===== src/rtl/clock_pkg.sv =====
// Shared types and constants for the MM:SS countdown timer.
//   state_t     : 2-bit FSM encoding (IDLE / RUN / PAUSE / ALARM)
//   mmss_t      : packed BCD time, {min10, min1, sec10, sec1}
//   BCD_MAX9/5  : digit limits for the units digits and the tens digits
//   clamp_digit : saturate a preset digit to its limit
package clock_pkg;
  typedef enum logic [1:0] {
    ST_IDLE  = 2'd0,
    ST_RUN   = 2'd1,
    ST_PAUSE = 2'd2,
    ST_ALARM = 2'd3
  } state_t;

  localparam logic [3:0] BCD_MAX9 = 4'd9;
  localparam logic [3:0] BCD_MAX5 = 4'd5;

  typedef struct packed {
    logic [3:0] min10;
    logic [3:0] min1;
    logic [3:0] sec10;
    logic [3:0] sec1;
  } mmss_t;

  function automatic logic [3:0] clamp_digit(input logic [3:0] d, input logic [3:0] lim);
    return (d > lim) ? lim : d;
  endfunction
endpackage


===== src/rtl/mmss_down_counter.sv =====
// BCD MM:SS down-counter datapath.
//   clk, reset_n : clock, async active-low reset (clears to 00:00)
//   load         : take the clamped preset (wins over dec_en)
//   dec_en       : subtract one second; saturates at 00:00
//   preset       : raw BCD preset, clamped per digit here
//   cnt          : registered time
//   zero         : cnt is 00:00
//   one_left     : cnt is 00:01, i.e. the next decrement reaches zero
module mmss_down_counter
  import clock_pkg::*;
(
  input  logic  clk,
  input  logic  reset_n,
  input  logic  load,
  input  logic  dec_en,
  input  mmss_t preset,
  output mmss_t cnt,
  output logic  zero,
  output logic  one_left
);
  mmss_t nxt;
  mmss_t clamped;

  assign zero     = (cnt == 16'h0000);
  assign one_left = (cnt == 16'h0001);

  always_comb begin
    clamped.min10 = clamp_digit(preset.min10, BCD_MAX5);
    clamped.min1  = clamp_digit(preset.min1,  BCD_MAX9);
    clamped.sec10 = clamp_digit(preset.sec10, BCD_MAX5);
    clamped.sec1  = clamp_digit(preset.sec1,  BCD_MAX9);
  end

  // Borrow ripples sec1 -> sec10 -> min1 -> min10. The !zero guard means
  // min10 is never decremented from 0.
  always_comb begin
    nxt = cnt;
    if (dec_en && !zero) begin
      if (cnt.sec1 != 4'd0) begin
        nxt.sec1 = cnt.sec1 - 4'd1;
      end else begin
        nxt.sec1 = BCD_MAX9;
        if (cnt.sec10 != 4'd0) begin
          nxt.sec10 = cnt.sec10 - 4'd1;
        end else begin
          nxt.sec10 = BCD_MAX5;
          if (cnt.min1 != 4'd0) begin
            nxt.min1 = cnt.min1 - 4'd1;
          end else begin
            nxt.min1  = BCD_MAX9;
            nxt.min10 = cnt.min10 - 4'd1;
          end
        end
      end
    end
  end

  always_ff @(posedge clk or negedge reset_n) begin
    if (!reset_n)  cnt <= '0;
    else if (load) cnt <= clamped;
    else           cnt <= nxt;
  end
endmodule


===== src/rtl/countdown_timer_mmss.sv =====
// MM:SS countdown timer with run/pause and a self-clearing alarm.
//   clk, reset_n            : clock, async active-low reset
//   clk_sec                 : one-cycle 1 s tick
//   btn_load                : load clamped preset, go IDLE (highest priority)
//   btn_start               : run/pause toggle, alarm acknowledge
//   set_min10..set_sec1     : BCD preset
//   min10..sec1             : registered BCD remaining time
//   running / alarm         : registered state flags (RUN / ALARM)
module countdown_timer_mmss
  import clock_pkg::*;
#(
  parameter int ALARM_SEC = 5
) (
  input  logic       clk,
  input  logic       reset_n,
  input  logic       clk_sec,
  input  logic       btn_load,
  input  logic       btn_start,
  input  logic [3:0] set_min10,
  input  logic [3:0] set_min1,
  input  logic [3:0] set_sec10,
  input  logic [3:0] set_sec1,
  output logic [3:0] min10,
  output logic [3:0] min1,
  output logic [3:0] sec10,
  output logic [3:0] sec1,
  output logic       running,
  output logic       alarm
);
  localparam logic [3:0] ALARM_LAST = 4'(ALARM_SEC - 1);

  state_t     state, state_nxt;
  logic [3:0] alarm_cnt;
  logic       running_d, alarm_d;
  logic       dec_en, zero, one_left;
  mmss_t      preset, cnt;

  assign preset = '{min10: set_min10, min1: set_min1, sec10: set_sec10, sec1: set_sec1};
  assign dec_en = (state == ST_RUN) && clk_sec && !btn_load;

  mmss_down_counter u_cnt (
    .clk      (clk),
    .reset_n  (reset_n),
    .load     (btn_load),
    .dec_en   (dec_en),
    .preset   (preset),
    .cnt      (cnt),
    .zero     (zero),
    .one_left (one_left)
  );

  assign min10 = cnt.min10;
  assign min1  = cnt.min1;
  assign sec10 = cnt.sec10;
  assign sec1  = cnt.sec1;

  // State register plus the registered output flags, so running/alarm
  // change on the same edge as the state and the display.
  always_ff @(posedge clk or negedge reset_n) begin
    if (!reset_n) begin
      state   <= ST_IDLE;
      running <= 1'b0;
      alarm   <= 1'b0;
    end else begin
      state   <= state_nxt;
      running <= running_d;
      alarm   <= alarm_d;
    end
  end

  // Next state. Reaching 00:00 beats a simultaneous pause request: there is
  // nothing left to pause.
  always_comb begin
    state_nxt = state;
    if (btn_load) begin
      state_nxt = ST_IDLE;
    end else begin
      unique case (state)
        ST_IDLE, ST_PAUSE: if (btn_start && !zero) state_nxt = ST_RUN;
        ST_RUN: begin
          if (clk_sec && one_left) state_nxt = ST_ALARM;
          else if (btn_start)      state_nxt = ST_PAUSE;
        end
        ST_ALARM: begin
          if (btn_start)                              state_nxt = ST_IDLE;
          else if (clk_sec && alarm_cnt == ALARM_LAST) state_nxt = ST_IDLE;
        end
        default: state_nxt = ST_IDLE;
      endcase
    end
  end

  // Output decode from the next state; registered above.
  always_comb begin
    running_d = (state_nxt == ST_RUN);
    alarm_d   = (state_nxt == ST_ALARM);
  end

  // Ticks seen while in ALARM; held at 0 elsewhere so each alarm starts fresh.
  always_ff @(posedge clk or negedge reset_n) begin
    if (!reset_n)                          alarm_cnt <= '0;
    else if (btn_load || state != ST_ALARM) alarm_cnt <= '0;
    else if (clk_sec)                       alarm_cnt <= alarm_cnt + 4'd1;
  end
endmodule


===== config.mk =====
export PLATFORM = sky130hd
export DESIGN_NAME = countdown_timer_mmss
export DESIGN_NICKNAME = d
export VERILOG_FILES = /design/src/rtl/clock_pkg.sv /design/src/rtl/mmss_down_counter.sv /design/src/rtl/countdown_timer_mmss.sv
export SDC_FILE = /design/constraint.sdc
export NUM_CORES = 1
export LEC_CHECK = 0
export ABC_CLOCK_PERIOD_IN_PS = 2700
export CORE_ASPECT_RATIO = 0.5
export CORE_MARGIN = 3
export CORE_UTILIZATION = 48
export DETAILED_ROUTE_END_ITERATION = 7
export PLACE_DENSITY = 0.79
export RECOVER_POWER = 50
export SLEW_MARGIN = 20
export SYNTH_ARGS = -nofsm -noshare
export SYNTH_HDL_FRONTEND = slang
export SYNTH_SLANG_ARGS = --single-unit

===== constraint.sdc =====
create_clock -name clk -period 2.7 [get_ports clk]
set_clock_uncertainty 0.05 [all_clocks]
set_input_delay 0.81 -clock clk [delete_from_list [all_inputs] [get_ports clk]]
set_output_delay 0.81 -clock clk [all_outputs]
set_load 0.02 [all_outputs]

==> results of run 1 <==
[sequential cells by signal, indices dropped and copies added (netlist names)]
name	cells
alarm_cnt	4
u_cnt.cnt	16
alarm	1
state	2
running	1
[worst max-delay path: stages]
cell             delay, ns
clkdlybuf4s50_1       0.49
nor4bb_1              0.34
and4b_1               0.32
buf_4                 0.17
nor4b_2               0.21
a211oi_1              0.08
a21oi_1               0.12
[layout by cell type, fill, tap and decap left out, types with 3 or more instances in the layout]
| cell type | synthesis | routed |
|---|---|---|
| nor2b_1 | 3 | 3 |
| buf_4 | 1 | 4 |
| nand4_1 | 3 | 3 |
| nand2_1 | 11 | 11 |
| clkbuf_8 | 0 | 4 |
| xor2_1 | 6 | 6 |
| a31oi_1 | 3 | 3 |
| a21oi_1 | 9 | 9 |
| mux2i_1 | 4 | 4 |
| ha_1 | 4 | 4 |
| o21ai_0 | 12 | 12 |
| and4b_1 | 3 | 3 |
| nand2b_1 | 3 | 3 |
| dlygate4sd3_1 | 0 | 4 |
| nor2_1 | 17 | 17 |
| inv_1 | 6 | 6 |
| dfrtp_1 | 24 | 24 |
| clkdlybuf4s50_1 | 0 | 34 |
| nor3_1 | 3 | 3 |
[power by group]
group / switching, mW / leakage (nW) / internal (mW) / total, mW
sequential: 0.0489 / 0.300 / 0.388 / 0.437
clock: 0.112 / 0.0288 / 0.130 / 0.242
combinational: 0.111 / 0.460 / 0.116 / 0.227
total: 0.272 / 0.789 / 0.634 / 0.906
[worst max path at each step]
stage | from | to | slack (ns) | cells after the start
final | clk_sec | u_cnt.cnt[9]$_DFFE_PN0P_ | 0.30 | 7
after global placement | clk_sec | u_cnt.cnt[9]$_DFFE_PN0P_ | 0.06 | 7
after CTS | clk_sec | u_cnt.cnt[9]$_DFFE_PN0P_ | 0.23 | 7
after floorplan | clk_sec | u_cnt.cnt[13]$_DFFE_PN0P_ | 0.52 | 7
after detailed placement | clk_sec | u_cnt.cnt[9]$_DFFE_PN0P_ | -0.03 | 7
after global routing | clk_sec | u_cnt.cnt[14]$_DFFE_PN0P_ | 0.08 | 7
[cells by family after synthesis]
| logic type | synth area share |
|---|---|
| buffers and inverters | 0.0354 |
| AOI/OAI and AO/OA | 0.163 |
| xor gates and xnor gates | 0.0484 |
| and+or+nand+nor | 0.268 |
| DFF | 0.415 |
| adders and majority gates | 0.0346 |
| muxes | 0.0354 |
[area by class of cell]
cell class,instances,area share
repair buffers,44,0.215
inverters,6,0.0116
clock buffers,4,0.0283
flip-flops and latches,24,0.309
multi-input cells,113,0.412
well taps,37,0.0238
[through the flow]
stage	worst slack, ns	setup TNS, ns	std cells	total power, mW	util
CTS	0.233	0	228	0.922	0.712
global placement	0.0564	0	224	0.670	0.692
global route	0.0838	0	228	0.963	0.712
floorplan	0.519	0	149	0.558	-
detailed placement	-0.0253	-0.0253	224	0.676	0.692
finish	0.297	0	228	0.906	0.712
[layer usage]
layer / vias to the layer above / share of wire
met4: 0 / 0.0071
met2: 23 / 0.48
met5: - / 0
met3: 2 / 0.043
li1: 628 / -
met1: 604 / 0.47
==> summary.md, run 1 <==
| Metric | Value |
|---|---|
| Worst Reg-to-Reg Cells | `7` |
| Share of the synthesized area in the top cell type | `0.415` |
| Post-CTS Repair Setup Buffers | `0` |
| Pins Over Slew Limit | `0` |
| IO Pins | `39` |
| Pwr/cell area | `466 nW/µm²` |
| Post-Synthesis Cells | `149` |
| H-tree depth | `1` |
| Worst R2R Setup Slack | `0.57 ns` |
| Max Cap Viol | `0` |
| Count leader, synth | `dfrtp_1` |
| Grt met2 use | `0.338` |
| Hold buffers post-CTS | `0` |
| Synth Net Count | `174` |
| Routed Antenna Nets | `0` |
| Max Freq | `416 MHz` |
| Area of the multi-input gates | `802 µm²` |
| Final #Nets | `217` |
| Seq/Total Area, Yosys | `0.415` |
| Worst path arrival time | `2.55 ns` |
| Initial Util | `0.530` |
| Synth cell count leaders | `24 x dfrtp_1, 17 x nor2_1, 12 x o21ai_0, 11 x nand2_1, 9 x a21oi_1` |
| CTS max path bufs | `2` |
| Required time of the critical path | `2.85 ns` |
| Synth unique cells | `43` |
| Area contributors post-synth | `dfrtp_1 41%, nor2_1 4.4%, o21ai_0 4.1%` |
| GR Util met3 | `0.0546` |
| Vias in the first global route | `1169` |
| CTS Buf Count | `3` |
| Die area | `3750 µm²` |
| Pin count of the biggest net entering global routing | `25` |
| Smallest hold slack | `0.495 ns` |
| Die Span Y | `44.8 µm` |
| RSZ-0062 raised after global routing | `no` |
| Worst setup EP type | `flop` |
| Leak | `between 0.7 and 0.8 nW` |
| Reg area | `601 µm²` |
| FILL cells | `~220` |
| Remaining global-route overflow | `0` |
| GR Util met1 | `0.251` |
| Hold Path Sink | `alarm_cnt[3]$_DFFE_PN0P_` |
| Initial DRC count | `39` |
| Layout cells sized above 1 | `0.0942` |
| Setup violations, final | `0` |
| CTS tree | `done` |
| Hold Path Origin | `alarm_cnt[3]$_DFFE_PN0P_` |
| Antenna violations before repair | `0` |
| Crit-path max FO | `6` |
| Top_reg_cell synth | `dfrtp_1` |
| Post-synth EDFFs | `0` |
| Number of diodes | `0` |
| Drt pass-1 iters | `4` |
| Period minus WS final | `2.40 ns` |
| Sink Count | `24` |
| DP Area | `between 1500 and 2000 µm²` |
| Post-synth ARST share | `1.00` |
| Drt wl/cell | `between 10 and 15 µm` |
| Slew HR | `0.127` |
| Worst slew pin tran | `approximately 1.3 ns` |
| Worst-path clk slew | `approximately 0.08 ns` |
| Reg-to-reg critical path endpoint | `running$_DFF_PN0_` |
| Worst Hold Class | `flop to flop` |
| Area growth from synthesis to layout | `34.3%` |
| CTS resizes | `0` |
| Vias | `1257` |
| Synthesized area | `1450 µm²` |
| Fin. Hold Viols | `0` |
| Via density | `between 5 and 6` |
| FP Rows | `13` |
| Final Instance Area | `just under 2000 µm²` |
| Overall routing resource usage | `0.194` |
| Synth area leader | `dfrtp_1` |
| IO Port Bufs | `38` |
| Root Buffer | `clkbuf_8` |
| Post-Route WL | `3360 µm` |
| Hold Path Depth | `2` |
| Global-route wire length before repair | `5730 µm` |
| Seq cells post-synth | `24` |
| Crit share post-route | `0.890` |
| Setup CP Type | `primary input to flop` |
| Reg2reg start | `u_cnt.cnt[12]$_DFFE_PN0P_` |
| Grt peak-use layer | `met2` |
| DP Wirelength | `approximately 2600 µm` |
| Status | `finished clean` |
| Die width | `about 84 µm` |
| Maximum vdd drop | `0.000317 V` |
| Syn avg cell area | `9.72 µm²` |
| Final GP Congestion | `0.838` |
| Clock latency on the worst-skew pair | `0.26 ns` |
| Post-route DRC violation count | `0` |
| Core Region | `2730 µm²` |
| Worst setup SP type | `primary input` |
| Yosys Warn Count | `0` |
Power figures use the tool's default switching activity.
==> run 2, diff against run 1 <==
--- a/config.mk
+++ b/config.mk
@@ -9,6 +9,7 @@
 export CORE_ASPECT_RATIO = 0.5
 export CORE_MARGIN = 3
 export CORE_UTILIZATION = 48
+export CTS_CLUSTER_DIAMETER = 200
 export DETAILED_ROUTE_END_ITERATION = 7
 export PLACE_DENSITY = 0.79
 export RECOVER_POWER = 50
==> results of run 2 <==
The final DEF is identical to that of run 1; final timing and power are the same.
